<file path="config.mk">
export PLATFORM = sky130hd
export DESIGN_NAME = normal_random_clt
export DESIGN_NICKNAME = d
export VERILOG_FILES = /design/src/rtl/normal_random_pkg.sv /design/src/rtl/lfsr_galois32.sv /design/src/rtl/normal_random_clt.sv
export SDC_FILE = /design/constraint.sdc
export NUM_CORES = 1
export LEC_CHECK = 0
export ABC_AREA = 1
export CAP_MARGIN = 40
export CORE_ASPECT_RATIO = 0.8
export CORE_MARGIN = 2
export CORE_UTILIZATION = 43
export CTS_CLUSTER_SIZE = 12
export DETAILED_ROUTE_END_ITERATION = 8
export PLACE_DENSITY_LB_ADDON = 0.1
export SETUP_SLACK_MARGIN = 0.3
export SLEW_MARGIN = 15
export SYNTH_ARGS = -nofsm -noshare
export SYNTH_HDL_FRONTEND = slang
export SYNTH_SLANG_ARGS = --single-unit
</file>
<file path="constraint.sdc">
create_clock -name clk -period 2 [get_ports clk]
set_input_delay 0.5 -clock clk [delete_from_list [all_inputs] [get_ports clk]]
set_output_delay 0.5 -clock clk [all_outputs]
set_load 0.02 [all_outputs]
</file>
<file path="src/rtl/normal_random_pkg.sv">
// Shared constants, FSM state type and term extraction for the CLT Gaussian source.
package normal_random_pkg;

  localparam logic [31:0] LFSR_MASK    = 32'h8020_0003;
  localparam logic [31:0] DEFAULT_SEED = 32'hACE1_2468;

  typedef enum logic [1:0] {IDLE, ACCUM, HOLD} state_e;

  // Flipping bit 31 then arithmetic-shifting yields the MSB-inverted top u_w bits, sign-extended.
  function automatic logic signed [31:0] term_of(input logic [31:0] lfsr, input int u_w);
    logic signed [31:0] flipped;
    flipped = $signed(lfsr ^ 32'h8000_0000);
    return flipped >>> (32 - u_w);
  endfunction

endpackage

</file>
<file path="src/rtl/lfsr_galois32.sv">
// 32-bit right-shifting Galois LFSR with synchronous load (priority) and step enable.
module lfsr_galois32
  import normal_random_pkg::*;
#(
  parameter logic [31:0] SEED = DEFAULT_SEED
) (
  input  logic        clk,
  input  logic        rst,
  input  logic        load,
  input  logic [31:0] load_val,
  input  logic        step,
  output logic [31:0] q
);

  logic [31:0] q_q, q_d;

  always_comb begin
    q_d = q_q;
    if (load) begin
      q_d = load_val;
    end else if (step) begin
      q_d = q_q[0] ? ((q_q >> 1) ^ LFSR_MASK) : (q_q >> 1);
    end
  end

  always_ff @(posedge clk or negedge rst) begin
    if (!rst) q_q <= SEED;
    else      q_q <= q_d;
  end

  assign q = q_q;

endmodule

</file>
<file path="src/rtl/normal_random_clt.sv">
// Gaussian noise source: sums 2^LOG2_SUM zero-centred LFSR uniforms per sample,
// with a uniform-bypass mode and a valid/ready output that stalls the LFSR.
module normal_random_clt
  import normal_random_pkg::*;
#(
  parameter int          OUT_W        = 16,
  parameter int          LOG2_SUM     = 4,
  parameter logic [31:0] SEED_DEFAULT = DEFAULT_SEED
) (
  input  logic                    clk,
  input  logic                    rst,
  input  logic                    seed_we,
  input  logic [31:0]             seed,
  input  logic                    enable,
  input  logic                    mode,
  input  logic                    out_ready,
  output logic                    out_valid,
  output logic signed [OUT_W-1:0] number
);

  localparam int                CNT_W    = (LOG2_SUM == 0) ? 1 : LOG2_SUM;
  localparam int                N        = 1 << LOG2_SUM;
  localparam logic [CNT_W-1:0]  CNT_LAST = CNT_W'(N - 1);

  state_e                  state_q, state_d;
  logic signed [OUT_W-1:0] acc_q, acc_d, number_q, number_d;
  logic signed [OUT_W-1:0] term, sum;
  logic [CNT_W-1:0]        cnt_q, cnt_d;
  logic                    mode_q, mode_d, out_valid_q, out_valid_d;
  logic                    lfsr_load, lfsr_step, last_term, slot_free;
  logic [31:0]             lfsr_q, lfsr_seed;

  assign lfsr_seed = (seed == 32'd0) ? SEED_DEFAULT : seed;

  lfsr_galois32 #(.SEED(SEED_DEFAULT)) u_lfsr (
    .clk      (clk),
    .rst      (rst),
    .load     (lfsr_load),
    .load_val (lfsr_seed),
    .step     (lfsr_step),
    .q        (lfsr_q)
  );

  // Uniform mode uses the full output width per term; normal mode leaves LOG2_SUM bits of headroom.
  assign term      = OUT_W'(term_of(lfsr_q, mode_q ? OUT_W : OUT_W - LOG2_SUM));
  assign sum       = acc_q + term;
  assign last_term = mode_q || (cnt_q == CNT_LAST);
  assign slot_free = !out_valid_q || out_ready;

  always_comb begin
    state_d     = state_q;
    acc_d       = acc_q;
    cnt_d       = cnt_q;
    mode_d      = mode_q;
    number_d    = number_q;
    out_valid_d = out_valid_q && !out_ready;
    lfsr_load   = 1'b0;
    lfsr_step   = 1'b0;
    if (seed_we) begin
      lfsr_load = 1'b1;
      acc_d     = '0;
      cnt_d     = '0;
      state_d   = enable ? ACCUM : IDLE;
      if (enable) mode_d = mode;
    end else begin
      case (state_q)
        IDLE: begin
          acc_d = '0;
          cnt_d = '0;
          if (enable) begin
            state_d = ACCUM;
            mode_d  = mode;
          end
        end
        ACCUM: begin
          lfsr_step = 1'b1;
          if (!last_term) begin
            acc_d = sum;
            cnt_d = cnt_q + CNT_W'(1);
          end else if (slot_free) begin
            number_d    = sum;
            out_valid_d = 1'b1;
            acc_d       = '0;
            cnt_d       = '0;
            state_d     = enable ? ACCUM : IDLE;
            if (enable) mode_d = mode;
          end else begin
            acc_d   = sum;
            state_d = HOLD;
          end
        end
        HOLD: begin
          if (out_ready) begin
            number_d    = acc_q;
            out_valid_d = 1'b1;
            acc_d       = '0;
            cnt_d       = '0;
            state_d     = enable ? ACCUM : IDLE;
            if (enable) mode_d = mode;
          end
        end
        default: state_d = IDLE;
      endcase
    end
  end

  always_ff @(posedge clk or negedge rst) begin
    if (!rst) begin
      state_q     <= IDLE;
      acc_q       <= '0;
      cnt_q       <= '0;
      mode_q      <= 1'b0;
      out_valid_q <= 1'b0;
      number_q    <= '0;
    end else begin
      state_q     <= state_d;
      acc_q       <= acc_d;
      cnt_q       <= cnt_d;
      mode_q      <= mode_d;
      out_valid_q <= out_valid_d;
      number_q    <= number_d;
    end
  end

  assign out_valid = out_valid_q;
  assign number    = number_q;

endmodule

</file>
==> results.md <==
- Status: complete, but fails checks
- Failing checks: setup timing
- Arr. time, crit path: 2450 ps
- Multi-input gate area: 0.003004 sq mm
- Mapped Cells: 647
- VDD IR max: 0.8768 mV
- Number of global-route vias before repair: 4753
- Root buf cell: clkbuf_16
- IO buf count: 54
- Min cycle time layout: 2209 ps
- Area contributors post-synth: dfrtp_1, nand2_1, inv_1
- Hold buffer count at cts: 0
- Ports: 55
- DRT iter0 DRCs: 329
- Met1 Use GR: 0.3521
- Post-Syn Nets: 707
- Syn avg cell area: 7.192 sq um
- DP Wirelength: 9.621 mm
- Final Skew: 8.721 ps
- Cell taking the most area after synthesis: dfrtp_1
- Syn-to-layout area delta: 52.54%
- Seq cells post-synth: 72
- Width of the die: 120.3 um
- Met2 usage: 0.3698
- Routed wire length per instance: 15.82 um
- Fin. max-slew vios: 0
- Worst Setup End Kind: flip-flop
- Design area: 0.007098 sq mm
- Total Power: 0.01180 W
- Max-cap violation count: 0
- CP Max Fanout: 5
- Core ar.: 0.01041 sq mm
- Total track usage: 0.2431
- Vias: 4893
- Worst skew pair latency: 340 ps
- LEAKAGE: 3.619 nW
- Top cell type's share of synthesized area: 0.3173
- Initial antenna violation count: 0
- Final setup viols: 25
- Fillers: 843
- WS Path Type: reg -> reg
- Final WS setup: -209.5 ps
- Post-route ant nets: 0
- Least-Margin Pin Slew: 429.6 ps
- Final wirelength: 14.70 mm
- Final GP Congestion: 0.8694
- Worst hold path type: in -> async
- Fmax: 0.4526 GHz
- Library cells used by synthesis: 42
- Seq/Total Area, Yosys: 0.3907
- Hold Vio Cnt, Final: 0
- Global route overflow: 0
- Clock transition at path regs: 60 ps
- TritonRoute pass-1 iters: 5
- CTS Buf Count: 9
- Most used DFF post-synth: dfrtp_1
- Synth async-reset ratio: 1.000
- CTS Buffer Depth: 2
- Mean number of vias per cell: 5.267
- Worst setup SP type: flip-flop
- P per Cell Area: 1663 mW/mm^2
- Non-Filler Instances: 929
- Critical Path RT: 2240 ps
- Pin count of the biggest net entering global routing: 73
- Die Y-Extent: 97.05 um
- Die footprint: 0.01168 sq mm
- Final Util: 0.6822
- Mapped cell area: 0.004653 sq mm
- Clk sink count: 72
- Placed cell area: 0.005841 sq mm
- Number of diodes: 0
- Layout cell share with drive strength beyond 1: 0.3549
- Initial core utilization: 0.4472
- Sequential cell area: 0.001819 sq mm
- Top Usage Layer GRT: met2
- Cell Rows: 33
- TritonCTS clock tree: yes
- Hold WS: 166.7 ps
- DRC viols: 0
- Slew headroom: 0.7106
- Placed cells: 889
- EDFF count, synth: 0
- Met3 Usage GRT: 0.05248
- Final #Nets: 844
- CTS H-tree lvls: 3
- First-pass GRT wire length: 22.85 mm
- Period utilization: 1.105
- Yosys warns: 0
- RSZ-0062 raised after global routing: yes
-- final timing paths --
check                                              from                        to  slack (ps)  cells after the start
worst max-delay path                 mode_q$_DFFE_PN0P_    number[15]$_DFFE_PN0P_        -210                     15
worst min-delay path                                rst    state_q[0]$_DFFE_PN0P_         170                      2
worst max register to register       mode_q$_DFFE_PN0P_    number[15]$_DFFE_PN0P_        -210                     15
worst min register to register  u_lfsr.q[3]$_DFFE_PN1P_   u_lfsr.q[3]$_DFFE_PN1P_         470                      2
max in group asynchronous                           rst  u_lfsr.q[10]$_DFFE_PN1P_        1460                      2
min in group clk                                seed[7]   u_lfsr.q[7]$_DFFE_PN0P_         440                      3
-- layer usage --
metal	vias up	wire [um]
met3	18	891
met5	-	0
met2	176	6809
met1	2357	6809
met4	0	189
li1	2342	-
-- cell families after synthesis --
group | Yosys count | synth area share
AO/OA/AOI/OAI | 139 | 0.1648
XOR/XNOR | 8 | 0.01506
adder cells (fa/ha/maj) | 22 | 0.06077
buffers and inverters | 127 | 0.1127
flip-flops | 72 | 0.3907
AND/OR/NAND/NOR | 279 | 0.2560
-- timing repair --
action,CTS,global route
setup buffers,7,13
pin swaps,17,57
hold endpoints to repair,0,0
gates resized for setup,73,155
cloned,1,3
setup endpoints to repair,54,49
-- worst max-delay path: stages, from the launching register on --
cell and delay, ps:
dfrtp_2 470, buf_4 160, buf_6 110, nand2_2 60
o21ai_2 50, buf_4 140, ha_4 290, nand2_2 70
inv_2 100, nand2_4 70, nor3_4 230, nand2_4 80
nand3_2 80, nand3_1 80, nand2_1 60, nand2_1 40
-- flip-flops by register name, summed over array words and instances (netlist names) --
name	flops
acc_q	16
out_valid	1
mode_q	1
state_q	2
u_lfsr.q	32
cnt_q	4
number	16
-- cells in the mapped netlist (5+ instances only) --
| cell type | count |
|---|---|
| dfstp_2 | 13 |
| o21ai_0 | 46 |
| buf_2 | 8 |
| clkbuf_1 | 6 |
| o22ai_1 | 18 |
| nor2_1 | 38 |
| o21bai_1 | 5 |
| o21ai_1 | 10 |
| inv_2 | 5 |
| ha_1 | 21 |
| inv_1 | 100 |
| xor2_1 | 6 |
| dfrtp_1 | 59 |
| nand2_1 | 188 |
| a21oi_1 | 48 |
| nand3_1 | 23 |
-- placed cells by master, fill, tap and decap left out, types with 10 or more instances in the layout --
cell type	count
nand2_1	128
inv_1	89
buf_4	75
dfrtp_1	58
nand2_2	47
a21oi_1	41
nor2_1	29
clkdlybuf4s50_1	25
o21ai_0	24
o21ai_1	21
dlygate4sd2_1	17
o22ai_1	16
nand3_1	15
nand2_4	15
inv_2	13
dfstp_2	13
ha_4	11
clkbuf_16	11
dlymetal6s2s_1	11
o21ai_2	10
-- final cells by class --
class	count	share of cell area
clock inverters	6	0.01181
clock buffers	10	0.03226
repair buffers	146	0.1932
flip-flops and latches	72	0.2563
repair inverters	1	0.0007051
multi-input cells	448	0.4232
inverters	106	0.05782
well taps	140	0.02468
-- where the power goes --
group	switching, W	internal, W	total [W]
Combinational	0.00413	0.00344	0.00757
Clock	0.000643	0.00109	0.00173
Sequential	0.000444	0.00206	0.00250
Total	0.00521	0.00659	0.0118
-- through the flow --
| step | setup slack (ps) | TNS (ps) |
|---|---|---|
| 2_1_floorplan | 94.34 | 0 |
| 3_3_place_gp | -154.8 | -2698 |
| 3_5_place_dp | -184.2 | -3467 |
| 4_1_cts | -128.3 | -1842 |
| 5_1_grt | -324.1 | -5903 |
| 6_report | -209.5 | -3105 |
Power figures use the tool's default switching activity.
